[src/rtl/axil_cmd_master.sv]
// Single-outstanding AXI4-Lite master: one command in, one AXI write or read out, one response back.
// A per-transaction timeout abandons a hung slave and reports resp 2'b11 with a sticky error flag.
module axil_cmd_master #(
  parameter int ADDR_WIDTH     = 32,
  parameter int TIMEOUT_CYCLES = 1024
) (
  input  logic                  i_aclk,
  input  logic                  i_areset,
  input  logic                  i_cmd_valid,
  output logic                  o_cmd_ready,
  input  logic                  i_cmd_write,
  input  logic [ADDR_WIDTH-1:0] i_cmd_addr,
  input  logic [31:0]           i_cmd_wdata,
  input  logic [3:0]            i_cmd_wstrb,
  output logic                  o_rsp_valid,
  input  logic                  i_rsp_ready,
  output logic                  o_rsp_write,
  output logic [31:0]           o_rsp_rdata,
  output logic [1:0]            o_rsp_resp,
  output logic                  o_timeout_err,
  output logic                  o_awvalid,
  input  logic                  i_awready,
  output logic [ADDR_WIDTH-1:0] o_awaddr,
  output logic                  o_wvalid,
  input  logic                  i_wready,
  output logic [31:0]           o_wdata,
  output logic [3:0]            o_wstrb,
  input  logic                  i_bvalid,
  output logic                  o_bready,
  input  logic [1:0]            i_bresp,
  output logic                  o_arvalid,
  input  logic                  i_arready,
  output logic [ADDR_WIDTH-1:0] o_araddr,
  input  logic                  i_rvalid,
  output logic                  o_rready,
  input  logic [31:0]           i_rdata,
  input  logic [1:0]            i_rresp,
  output logic [2:0]            o_dbg_state
);

  // Handshakes: a transfer happens on a rising edge where valid and ready are both high;
  // every valid is held until its transfer (except when a timeout aborts the transaction).
  typedef enum logic [2:0] {
    S_IDLE  = 3'd0,
    S_WRITE = 3'd1,
    S_WRESP = 3'd2,
    S_READ  = 3'd3,
    S_RDATA = 3'd4,
    S_RSP   = 3'd5
  } state_t;

  localparam logic [31:0] CNT_LAST = 32'(TIMEOUT_CYCLES - 1);

  state_t                state, state_n;
  logic [31:0]           cnt, cnt_n;
  logic                  cmd_ready_n, rsp_valid_n, rsp_write_n, timeout_err_n;
  logic [31:0]           rsp_rdata_n;
  logic [1:0]            rsp_resp_n;
  logic                  awvalid_n, wvalid_n, bready_n, arvalid_n, rready_n;
  logic [ADDR_WIDTH-1:0] awaddr_n, araddr_n;
  logic [31:0]           wdata_n;
  logic [3:0]            wstrb_n;
  logic                  active, expired, complete, aw_done, w_done;

  assign o_dbg_state = state;

  always_comb begin
    state_n       = state;
    cnt_n         = cnt;
    cmd_ready_n   = o_cmd_ready;
    rsp_valid_n   = o_rsp_valid;
    rsp_write_n   = o_rsp_write;
    rsp_rdata_n   = o_rsp_rdata;
    rsp_resp_n    = o_rsp_resp;
    timeout_err_n = o_timeout_err;
    awvalid_n     = o_awvalid;
    wvalid_n      = o_wvalid;
    bready_n      = o_bready;
    arvalid_n     = o_arvalid;
    rready_n      = o_rready;
    awaddr_n      = o_awaddr;
    araddr_n      = o_araddr;
    wdata_n       = o_wdata;
    wstrb_n       = o_wstrb;

    active   = (state == S_WRITE) || (state == S_WRESP) || (state == S_READ) || (state == S_RDATA);
    complete = ((state == S_WRESP) && i_bvalid && o_bready) ||
               ((state == S_RDATA) && i_rvalid && o_rready);
    expired  = active && (TIMEOUT_CYCLES != 0) && (cnt == CNT_LAST);
    aw_done  = !o_awvalid || i_awready;
    w_done   = !o_wvalid || i_wready;

    if (active && (cnt != '1)) cnt_n = cnt + 32'd1;

    case (state)
      S_IDLE: begin
        if (i_cmd_valid && o_cmd_ready) begin
          cmd_ready_n = 1'b0;
          cnt_n       = '0;
          rsp_write_n = i_cmd_write;
          if (i_cmd_write) begin
            awvalid_n = 1'b1;
            wvalid_n  = 1'b1;
            awaddr_n  = i_cmd_addr;
            wdata_n   = i_cmd_wdata;
            wstrb_n   = i_cmd_wstrb;
            state_n   = S_WRITE;
          end else begin
            arvalid_n = 1'b1;
            araddr_n  = i_cmd_addr;
            state_n   = S_READ;
          end
        end
      end
      S_WRITE: begin
        if (i_awready) awvalid_n = 1'b0;
        if (i_wready)  wvalid_n  = 1'b0;
        if (aw_done && w_done) begin
          bready_n = 1'b1;
          state_n  = S_WRESP;
        end
      end
      S_WRESP: begin
        if (i_bvalid) begin
          bready_n    = 1'b0;
          rsp_valid_n = 1'b1;
          rsp_resp_n  = i_bresp;
          rsp_rdata_n = '0;
          state_n     = S_RSP;
        end
      end
      S_READ: begin
        if (i_arready) begin
          arvalid_n = 1'b0;
          rready_n  = 1'b1;
          state_n   = S_RDATA;
        end
      end
      S_RDATA: begin
        if (i_rvalid) begin
          rready_n    = 1'b0;
          rsp_valid_n = 1'b1;
          rsp_resp_n  = i_rresp;
          rsp_rdata_n = i_rdata;
          state_n     = S_RSP;
        end
      end
      S_RSP: begin
        if (i_rsp_ready) begin
          rsp_valid_n = 1'b0;
          cmd_ready_n = 1'b1;
          state_n     = S_IDLE;
        end
      end
      default: state_n = S_IDLE;
    endcase

    // A completing B/R handshake on the expiry cycle takes precedence over the abort.
    if (expired && !complete) begin
      awvalid_n     = 1'b0;
      wvalid_n      = 1'b0;
      arvalid_n     = 1'b0;
      bready_n      = 1'b0;
      rready_n      = 1'b0;
      rsp_valid_n   = 1'b1;
      rsp_resp_n    = 2'b11;
      rsp_rdata_n   = '0;
      timeout_err_n = 1'b1;
      state_n       = S_RSP;
    end
  end

  always_ff @(posedge i_aclk) begin
    if (i_areset) begin
      state         <= S_IDLE;
      cnt           <= '0;
      o_cmd_ready   <= 1'b1;
      o_rsp_valid   <= 1'b0;
      o_rsp_write   <= 1'b0;
      o_rsp_rdata   <= '0;
      o_rsp_resp    <= '0;
      o_timeout_err <= 1'b0;
      o_awvalid     <= 1'b0;
      o_wvalid      <= 1'b0;
      o_bready      <= 1'b0;
      o_arvalid     <= 1'b0;
      o_rready      <= 1'b0;
      o_awaddr      <= '0;
      o_araddr      <= '0;
      o_wdata       <= '0;
      o_wstrb       <= '0;
    end else begin
      state         <= state_n;
      cnt           <= cnt_n;
      o_cmd_ready   <= cmd_ready_n;
      o_rsp_valid   <= rsp_valid_n;
      o_rsp_write   <= rsp_write_n;
      o_rsp_rdata   <= rsp_rdata_n;
      o_rsp_resp    <= rsp_resp_n;
      o_timeout_err <= timeout_err_n;
      o_awvalid     <= awvalid_n;
      o_wvalid      <= wvalid_n;
      o_bready      <= bready_n;
      o_arvalid     <= arvalid_n;
      o_rready      <= rready_n;
      o_awaddr      <= awaddr_n;
      o_araddr      <= araddr_n;
      o_wdata       <= wdata_n;
      o_wstrb       <= wstrb_n;
    end
  end

endmodule

[config.mk]
export PLATFORM = sky130hd
export DESIGN_NAME = axil_cmd_master
export DESIGN_NICKNAME = d
export VERILOG_FILES = /design/src/rtl/axil_cmd_master.sv
export SDC_FILE = /design/constraint.sdc
export NUM_CORES = 1
export LEC_CHECK = 0
export CORE_MARGIN = 3
export CORE_UTILIZATION = 48
export CTS_BUF_LIST = sky130_fd_sc_hd__clkbuf_16
export DETAILED_ROUTE_END_ITERATION = 7
export GPL_TIMING_DRIVEN = 1
export PLACE_DENSITY_LB_ADDON = 0.08
export SLEW_MARGIN = 20
export SYNTH_ARGS = -nofsm -noshare
export SYNTH_HDL_FRONTEND = slang
export SYNTH_SLANG_ARGS = --single-unit
[constraint.sdc]
create_clock -name i_aclk -period 3.7 [get_ports i_aclk]
set_clock_uncertainty 0.1 [all_clocks]
set_input_delay 0.74 -clock i_aclk [delete_from_list [all_inputs] [get_ports i_aclk]]
set_output_delay 0.74 -clock i_aclk [all_outputs]
set_load 0.05 [all_outputs]
Word-level counts from Yosys, hierarchy flattened --
Cells that the tools add are included.
Cells by class: add/subtract/negate cells 1, equality and inequality tests 23, multiplexer cells 43, bitwise logic cells 1, reduce and logical (&&, ||, !) cells 42
Operators with widths (count):
- 2-to-1 mux 32 bit | 5
- one-hot mux 32 bit (2 select lines) | 1
- adder 32 x 1 -> 32 bit, second input constant | 1
- equality test 32 x 10 -> 1 bit, second input constant | 1
- inequality test 32 bit, second input constant | 1
- 2-to-1 mux 3 bit | 7
- AND reduction 3 bit | 7
- inequality test 2 bit, second input constant | 9
- one-hot mux 3 bit (6 select lines) | 1
- 2-to-1 mux 1 bit | 17
- AND reduction 4 bit | 4
- one-hot mux 1 bit (2 select lines) | 6
- AND reduction 6 bit | 2
- nonzero test 2 bit | 6
- logical AND 1 bit | 9
- inequality test 3 x 2 -> 1 bit, second input constant | 3
- 2-to-1 mux 2 bit | 4
- equality test 3 x 2 -> 1 bit, second input constant | 2
- equality test 3 bit, second input constant | 2
- logical OR 1 bit | 6
- inequality test 3 bit, second input constant | 2
- one-hot mux 2 bit (2 select lines) | 1
- nonzero test 4 bit | 1
- equality test 3 x 1 -> 1 bit, second input constant | 1
- other kinds (9) | 11
Word-level totals: flip-flop bits (word level) 178, input bits 114, output and inout port bits 146, logic and storage cells 128

Logic depth before layout (Yosys ltp) --
Gate-level depths: netlist of the first run.
depth in word-level cells 8, mapped depth 9

Worst setup path before layout of the first run --
No wires, ideal clock.
path kind reg-to-reg, from reg state[1], in the netlist o_dbg_state[1], to reg o_rready, setup time 122 ps, arrival 2411 ps, setup slack 1068 ps, stages on the path, launching flop included 10, path buffers 4, path through dfxtp_1 > buf_2 > a21bo_2 > a32o_1 > or4_1 > clkbuf_1 > nand2_1 > buf_2 > buf_4 > a21oi_1
On the way: longest elaborated chain between the ends 7, elaborated cells between the ends (all ways) 21, those cells by class eq/ne (6); mux (1); reduce/logical (14)
RTL lines:
- from (decl) | line 54 | state_t state, state_n;
- from (signal assigned) | line 193 | state <= state_n;
- equality test 3 x 1 -> 1 bit (tied with other cells) | line 86 | active = (state == S_WRITE) || (state == S_WRESP) || (state == S_READ) || (state == S_RDATA);
- logical OR 1 bit (tied with other cells) (2 in series) | line 86
- logical OR 1 bit (on tied branches) | line 86, 87
- logical AND 1 bit / logical NOT 1 bit (equally long branches) | line 89, 159
- logical AND 1 bit | line 159 | if (expired && !complete) begin
- OR reduction 2 bit (no source line)
- to (signal assigned) | line 205 | o_rready <= rready_n;
- to (decl) | line 35 | output logic o_rready,
Several ways; a longest one is shown, not always the timed one. A chain may end at the register's enable or synchronous reset.

Final worst setup path of the first run --
from reg state[0], in the netlist o_dbg_state[0], to out o_dbg_state[0]
RTL lines:
- to (decl) | line 38 | output logic [2:0] o_dbg_state
No word-level cell between the ends.

==> flow_summary_export.csv, run 1 <==
group,metric,value,unit
floorplan,design.die.area,15900,um^2
timing,maxSlewViolCount,0,
timing,finalSetupViolCount,0,
power,sw_frac_of_total,37.8,%
run,cap_violations,0,
placement,placed_cells,1266,
layout,final_cell_mix,"nand2_1 (263), clkdlybuf4s50_1 (258), dfxtp_1 (178)",
synth,yosysSeqAreaShare,51.4,%
clocking,cts_setup_buffers,0,
layout,fillers,1133,
synth,synth_nets,992,
worst_setup_path,worst-endpoint-arrival,2.20,ns
drt,drt-wirelength-per-cell,15.8,um
layout,layout_commonest_cell,"nand2_1",
power,internal_power,0.00377,W
power,leakage,3.38,nW
power,pwr-share-comb,34.6,%
synth,ys.flop_type,"dfxtp_1",
global_route,overflow,0,
drt,routed_wl,20500,um
synth,synth_edf_count,0,
worst_setup_path,path_buf_inv,1,
floorplan,num_rows,43,
timing,fmax,329,MHz
global_route,antenna_found_initial,0,
worst_setup_path,max_stage_delay,0.97,ns
timing,finalHoldViolCount,0,
drt,first_pass_iters,5,
clocking,clk_latency,0.42,ns
clocking,holdBufCountCts,0,
worst_hold_path,hp-class,"flop to flop",
global_route,gr-usage-all-layers,25.3,%
power,powerDensity,597,nW/um^2
placement,dp_hpwl,14100,um
synth,synth.distinct_cells,51,
power,peakVddDrop,0.396,mV
timing,max_slew.worst_pin.slew,0.804,ns
layout,drive_gt1_share,4.92,%
clocking,cts_sinks,178,
worst_setup_path,crit_chain,"clkdlybuf4s50_1",
worst_setup_path,critPathKind,"flop to primary output",
timing,max-slew-margin-rel,46.4,%
clocking,clockRootBuffer,"clkbuf_16",
synth,synthArstFlopShare,0,%
drt,vias_per_cell,5.30,
synth,synth_seq_cells,178,
global_route,grt_max_degree,79,
placement,io_buffers,259,
synth,synth_area,6930,um^2
timing,post-route-period-util,82.1,%
status,status,"completed",
drt,num_vias,6877,
timing,fin_ws,0.663,ns
layout,antennaDiodeCount,0,
clocking,post_cts_resized,0,
drt,antenna_left,0,
layout,final_nets,1220,
timing,min_period,3.04,ns
worst_setup_path,worst_setup_path_end_kind,"primary output",
floorplan,die_h,126,um
worst_setup_path,startpoint_type,"flop",
timing,hold_ws,0.351,ns
placement,place_congestion,0.814,
worst_setup_path,crit_required,2.86,ns
drt,drc,0,
power,p_seq_share,37.4,%
placement,dp_slack,0.679,ns
floorplan,ioPinCount,260,
global_route,grt_pass1_wl,32600,um
clocking,htree_levels,4,
power,netSwitchingPower,0.00230,W
floorplan,start_util,49.5,%
drt,initialDrtViolationCount,443,
floorplan,core,14000,um^2
clocking,tritoncts,"built",
clocking,clk_transition_reported_paths,0.06,ns
layout,layout.cells.non_filler,1297,
clocking,clockBufferDepth,2,
worst_setup_path,cp_top_family,"buffers and inverters",
synth,yosysWarnings,0,
clocking,cts_buffers,17,
worst_setup_path,critPathSlowestCell,"clkdlybuf4s50_1",
layout,area_growth,46.9,%
synth,synth.avg_cell_area,7.90,um^2
synth,synthCells,877,
floorplan,fp.dieW,126,um
power,clkPwrFrac,28.0,%
timing,finalSetupTns,0,ns
power,total_power,0.00607,W
worst_setup_path,path_max_fanout,20,
global_route,grt_pass1_vias,6472,
timing,rsz0062_at_grt,"false",
[metal layers]
metal | wire [um] | GRT usage, % | vias up
met5 | 0 | 0 | -
met1 | 8070 | 28.9 | 3158
met2 | 9780 | 40.9 | 223
met3 | 2250 | 13.1 | 28
met4 | 440 | 8.58 | 0
li1 | - | - | 3468
[metrics by stage]
stage,cell area (um^2),util (%)
final,10200,72.8
after global routing,10200,72.8
after CTS,10200,72.8
after detailed placement,9630,68.8
after global placement,9630,68.8
after floorplan,6930,-
[sequential cells by signal (all words and copies together) (netlist names), 2 cells and up]
signal and flops:
cnt 32, o_araddr 32, o_awaddr 32, o_dbg_state 3, o_rsp_rdata 32, o_rsp_resp 2
o_wdata 32, o_wstrb 4
[worst register-to-register path: stages, from the launching register on]
cell	delay [ns]
dfxtp_1	0.42
ha_1	0.24
nand4_1	0.30
nor4_4	0.41
or4b_1	0.60
or3_1	0.35
a21oi_1	0.14
[worst paths after layout]
| check | from | endpoint | slack [ns] | cells after the start |
|---|---|---|---|---|
| worst max-delay path | o_dbg_state[0] | o_dbg_state[0] | 0.66 | 1 |
| worst min-delay path | o_rsp_rdata[3] | o_rsp_rdata[3] | 0.35 | 2 |
| worst max register to register | cnt[0] | cnt[30] | 1.06 | 6 |
| worst min register to register | o_rsp_rdata[3] | o_rsp_rdata[3] | 0.35 | 2 |
[area by class of cell]
class	count	area (um^2)	share of cell area [%]
flip-flops and latches	178	3560	35.0
well taps	180	225	2.21
multi-input cells	629	3100	30.4
inverters	7	26.3	0.258
clock inverters	14	126	1.24
clock buffers	17	425	4.18
repair buffers	272	2710	26.7
[synth_stat cells, drive strengths merged, types with 2 or more instances]
library cell | instances | share of area (%)
o21ai | 24 | 1.7
dfxtp | 178 | 51
nand2b | 5 | 0.45
o22ai | 3 | 0.27
mux2i | 2 | 0.29
xnor2 | 2 | 0.25
and4 | 3 | 0.38
o31ai | 10 | 1.1
inv | 7 | 0.38
a31oi | 4 | 0.36
nand3 | 43 | 3.2
a21oi | 168 | 12
nor2b | 4 | 0.36
nand4 | 12 | 1.1
nand3b | 2 | 0.22
clkbuf | 47 | 2.5
o211ai | 2 | 0.22
a221oi | 2 | 0.25
nor3 | 4 | 0.29
or2 | 2 | 0.18
nand2 | 264 | 14
or3 | 18 | 1.6
and3 | 2 | 0.18
nor2 | 14 | 0.76
or4 | 13 | 1.4
nor4 | 8 | 1.0
buf | 16 | 1.1
[power by group through the flow]
stage / Sequential [W] / Combinational [W] / Clock, W
after floorplan: 0.00288 / 0.000808 / 0
after global placement: 0.00231 / 0.00209 / 0
after detailed placement: 0.00231 / 0.00209 / 0
after CTS: 0.00227 / 0.00210 / 0.00173
after global routing: 0.00230 / 0.00225 / 0.00182
final: 0.00227 / 0.00210 / 0.00170
[logic make-up (layout without fill, tap and decap cells)]
| family | Yosys count | in the layout | share of synthesized area [%] |
|---|---|---|---|
| compound gates | 225 | 225 | 17.6 |
| xor+xnor | 2 | 2 | 0.253 |
| fa+ha+maj | 1 | 1 | 0.181 |
| buf+inv | 70 | 310 | 4.06 |
| flops | 178 | 178 | 51.4 |
| mux | 3 | 3 | 0.452 |
| simple gates | 398 | 398 | 26.0 |
No activity file was read; power rests on OpenSTA's default activity.
==> run 2: changes to the inputs <==
- CORE_UTILIZATION: 48 -> 40
- clock period: 3.7 -> 2.6 ns (I/O delays scaled with it)
==> run 2 against run 1 <==
  * Routed wire length is 4.1% higher
  * Largest cell class unchanged
  * Largest power group is now combinational cells
  * Power increased by 45%
  * Hold slack worse by 0.091 ns
==> flow_summary_export.csv, run 2 (synthesis gave the netlist of run 1 again) <==
group,metric,value,unit
worst_setup_path,critPathKind,"flop to primary output",
floorplan,design.die.area,18900,um^2
power,total_power,0.00878,W
layout,final_util,62.0,%
global_route,grt_pass1_wl,32800,um
worst_setup_path,path_max_fanout,10,
global_route,overflow,0,
clocking,cts_setup_buffers,0,
layout,final_cell_mix,"nand2_1 (263), clkdlybuf4s50_1 (257), dfxtp_1 (177)",
timing,rsz0062_at_grt,"false",
floorplan,die_h,138,um
worst_hold_path,hp-start,"i_areset",
timing,post-route-period-util,92.3,%
clocking,cts_buffers,17,
worst_setup_path,worst-endpoint-arrival,1.78,ns
drt,antenna_left,0,
worst_setup_path,crit_path_start,"o_dbg_state[2]",
timing,finalHoldViolCount,0,
power,powerDensity,845,nW/um^2
worst_setup_path,path_buf_inv,1,
global_route,grt_use_met2,34.7,%
clocking,clockRootBuffer,"clkbuf_16",
placement,io_buffers,259,
clocking,htree_levels,4,
run,cap_violations,0,
worst_hold_path,hp-class,"input pin to flop",
clocking,clockBufferDepth,2,
clocking,clk_transition_reported_paths,0.06,ns
floorplan,core,16800,um^2
worst_setup_path,cp_top_family,"buffers and inverters",
floorplan,start_util,41.3,%
worst_setup_path,r2r-start,"cnt[1]",
placement,place_congestion,0.805,
timing,maxSlewViolCount,0,
timing,min_period,2.40,ns
timing,finalSetupViolCount,0,
timing,fmax,417,MHz
timing,max_slew.worst_pin.slew,0.597,ns
timing,max-slew-margin-rel,60.1,%
floorplan,ioPinCount,260,
worst_setup_path,crit_required,1.98,ns
layout,layout_commonest_cell,"nand2_1",
drt,drc,0,
clocking,cts_sinks,178,
worst_setup_path,startpoint_type,"flop",
placement,dp_hpwl,14900,um
power,leakage,3.46,nW
drt,vias_per_cell,5.12,
worst_setup_path,worst_setup_path_end_kind,"primary output",
worst_setup_path,critPathSlowestCell,"clkdlybuf4s50_1",
floorplan,num_rows,47,
global_route,grt_pass1_vias,6436,
layout,antennaDiodeCount,0,
global_route,busiest_layer,"met2",
status,status,"completed",
layout,area_growth,49.9,%
drt,num_vias,6911,
drt,drt-wirelength-per-cell,15.8,um
timing,hold_ws,0.260,ns
floorplan,fp.dieW,138,um
worst_setup_path,max_stage_delay,0.89,ns
clocking,clk_latency,0.42,ns
drt,routed_wl,21400,um
global_route,grt_max_degree,104,
global_route,grt_util_met1,25.9,%
clocking,tritoncts,"built",
power,peakVddDrop,0.607,mV
drt,first_pass_iters,4,
worst_setup_path,crit_chain,"clkdlybuf4s50_1",
layout,final_nets,1233,
global_route,grt_use_met3,11.4,%
drt,initialDrtViolationCount,375,
layout,drive_gt1_share,6.20,%
global_route,antenna_found_initial,0,
global_route,gr-usage-all-layers,21.9,%
## run 2: cell types whose count changed in the layout (fill, tap and decap cells not counted)
cell / delta
buf_4: +9
buf_12: +5
clkinv_1: +2
inv_1: -2
clkdlybuf4s50_1: -1
clkinv_2: -1
clkinv_4: +1
clkinvlp_4: -1
dfxtp_1: -1
dfxtp_2: +1
or4b_1: -1
or4b_4: +1
## run 2: where the power goes
part	switching, W	internal [W]
logic	0.00210	0.00108
clock network	0.00104	0.00139
registers	0.000171	0.00300
## run 2: timing repair
action	in CTS	in global routing
hold endpoints to repair	0	0
gates resized for setup	0	1
hold buffers	0	0
setup endpoints to repair	0	2
## run 2: worst register-to-register path, delay by kind of cell (launching register included)
family | cells | cell delay, ns
flops | 1 | 0.40
compound gates | 1 | 0.14
fa+ha+maj | 1 | 0.23
simple gates | 4 | 1.44
## run 2: worst paths after layout
kind,to,slack (ns),depth (start not counted)
max,o_dbg_state[2],0.20,1
min,o_awaddr[7],0.26,2
max reg2reg,cnt[26],0.22,6
min reg2reg,o_rsp_rdata[8],0.35,2
## run 2: cell type report
type | count | area (um^2)
Clock buffer | 17 | 425
Clock inverter | 13 | 123
Fill cell | 1539 | 6370
Inverter | 7 | 26.3
Multi-Input combinational cell | 629 | 3100
Sequential cell | 178 | 3560
Tap cell | 220 | 275
Timing Repair Buffer | 285 | 2870
## run 2: routing by layer
metal  vias to the layer above  wire [um]  part of all wire, %
met4                         0        438                  2.0
met5                         -          0                    0
li1                       3484          -                    -
met1                      3200       8590                   40
met3                        26       2230                   10
met2                       201      10100                   47
## run 2: through the flow
step                      setup slack (ns)  instance area, um^2  cells  setup TNS [ns]
after global routing                0.0783                10400   1349               0
after detailed placement          -0.00330                 9840   1319        -0.00633
after global placement              0.0135                 9840   1319               0
final                                0.201                10400   1349               0
after CTS                            0.127                10400   1349               0
after floorplan                     0.0765                 6930    877               0
==> run 3: changes to the inputs <==
- CORE_UTILIZATION: 40 -> 56
- DONT_BUFFER_PORTS: unset -> 1
==> run 3 against run 2 <==
  * Combinational power down 47%
  * Highest routed layer unchanged
  * Count of clock-buffer cells in the layout unchanged
  * Critical path depth increased by 5
  * Sequential cell count is the same
  * Power decreased by 4.5%
  * Critical endpoint is now cnt[30]
==> flow_summary_export.csv, run 3 (synthesis gave the netlist of run 1 again) <==
group,metric,value,unit
run,cap_violations,0,
global_route,antenna_found_initial,0,
global_route,grt_pass1_wl,28500,um
timing,maxSlewViolCount,0,
worst_setup_path,path_max_fanout,7,
worst_setup_path,critPathCapture,"cnt[30]",
layout,final_nets,975,
power,p_seq_share,47.8,%
drt,initialDrtViolationCount,483,
placement,place_congestion,0.839,
drt,first_pass_iters,5,
layout,final_cell_area,7770,um^2
timing,max_slew.worst_pin.slew,0.731,ns
worst_setup_path,critPathSlowestCell,"or4b_4",
drt,routed_wl,18300,um
global_route,grt_max_degree,111,
layout,fillers,981,
layout,antennaDiodeCount,0,
layout,multi_input_comb_area,3100,um^2
power,leakage,2.54,nW
drt,num_vias,6108,
timing,finalSetupViolCount,0,
worst_setup_path,reg2reg_depth,6,
timing,hold_ws,0.0622,ns
drt,antenna_left,0,
clocking,cts_buffers,17,
placement,dp_slack,0.198,ns
clocking,clk_latency,0.43,ns
power,peakVddDrop,0.606,mV
timing,finalHoldViolCount,0,
clocking,cts_setup_buffers,0,
timing,min_period,2.36,ns
timing,fin_ws,0.236,ns
floorplan,num_rows,39,
power,sw_frac_of_total,38.3,%
floorplan,ioPinCount,260,
placement,placed_cells,1005,
timing,fmax,423,MHz
clocking,holdBufCountCts,0,
worst_setup_path,critPathKind,"flop to flop",
clocking,htree_levels,4,
power,pwr-share-comb,20.0,%
placement,dp_hpwl,13100,um
layout,area_growth,12.1,%
worst_setup_path,max_stage_delay,0.55,ns
floorplan,fp.dieW,117,um
worst_setup_path,ff2ff_setup_slack,0.24,ns
power,internal_power,0.00517,W
clocking,clockRootBuffer,"clkbuf_16",
clocking,tritoncts,"built",
worst_setup_path,worst_setup_path_end_kind,"flop",
placement,placed_area,7140,um^2
drt,drc,0,
global_route,grt_pass1_vias,5716,
clocking,clk_transition_reported_paths,0.06,ns
floorplan,core,11800,um^2
timing,finalSetupTns,0,ns
worst_setup_path,crit_chain,"ha_1 > nand4_1 > nor4_4 > or4b_4 > or3_1 > a21oi_1",
power,powerDensity,1080,nW/um^2
floorplan,start_util,58.9,%
timing,max-slew-margin-rel,51.3,%
power,clkPwrFrac,32.2,%
layout,final_cell_mix,"nand2_1 (263), dfxtp_1 (177), a21oi_1 (167)",
worst_setup_path,r2r_end,"cnt[30]",
status,status,"completed",
clocking,cts_sinks,178,
worst_setup_path,worst-endpoint-arrival,2.62,ns
timing,post-route-period-util,90.9,%
clocking,clockBufferDepth,2,
worst_setup_path,r2r-start,"cnt[1]",
global_route,gr-usage-all-layers,26.1,%
worst_setup_path,crit_required,2.85,ns
worst_setup_path,startpoint_type,"flop",
drt,drt-wirelength-per-cell,17.6,um
clocking,post_cts_resized,0,
worst_hold_path,hp-class,"input pin to flop",
placement,io_buffers,0,
worst_setup_path,crit_path_start,"cnt[1]",
power,netSwitchingPower,0.00321,W
layout,layout_commonest_cell,"nand2_1",
drt,vias_per_cell,5.89,
layout,drive_gt1_share,8.71,%
timing,rsz0062_at_grt,"false",
layout,layout.cells.non_filler,1037,
layout,seq_area,3560,um^2
floorplan,design.die.area,13700,um^2
floorplan,die_h,117,um
global_route,overflow,0,
## run 3: layout make-up
type                       count  area share (%)
sequential                   178            45.9
multi-input combinational    629            39.9
clock buffer                  17            5.48
timing repair buffer          27            3.09
tap                          164            2.64
clock inverter                15            2.63
inverter                       7           0.338
## run 3: metal layers
layer	up-vias	GRT usage, %	part of all wire (%)
li1	2986	-	-
met1	2855	30.6	39
met2	228	42.3	49
met3	39	12.3	10
met4	0	8.49	2.4
met5	-	0	0
## run 3: power by group through the flow
stage	Clock (W)	Sequential [W]	Combinational, W
after floorplan	0	0.00409	0.00115
after global placement	0	0.00406	0.00160
after detailed placement	0	0.00407	0.00166
after CTS	0.00275	0.00401	0.00166
after global routing	0.00287	0.00404	0.00186
final	0.00270	0.00401	0.00167
## run 3: worst min-delay path by stage
stage                         from          to  slack, ns  depth (start not counted)
after global placement     cnt[23]     cnt[23]       0.39                          2
after floorplan            cnt[23]     cnt[23]       0.36                          2
after global routing      i_areset  o_wdata[5]       0.05                          1
final                     i_areset  o_wdata[5]       0.06                          1
after detailed placement   cnt[31]     cnt[31]       0.40                          2
after CTS                 i_areset  o_wdata[5]       0.04                          1
## run 3: critical path, delay by kind of cell, from the launching register on
family | cells | cell delay (ns)
AOI/OAI and AO/OA | 1 | 0.15
DFF | 1 | 0.40
adders and majority gates | 1 | 0.24
and+or+nand+nor | 4 | 1.40
## run 3: stage by stage
step / total power [W] / util, %
floorplan: 0.00524 / -
global placement: 0.00566 / 60.7
detailed placement: 0.00573 / 60.7
CTS: 0.00842 / 66.0
global route: 0.00877 / 66.1
finish: 0.00839 / 66.1
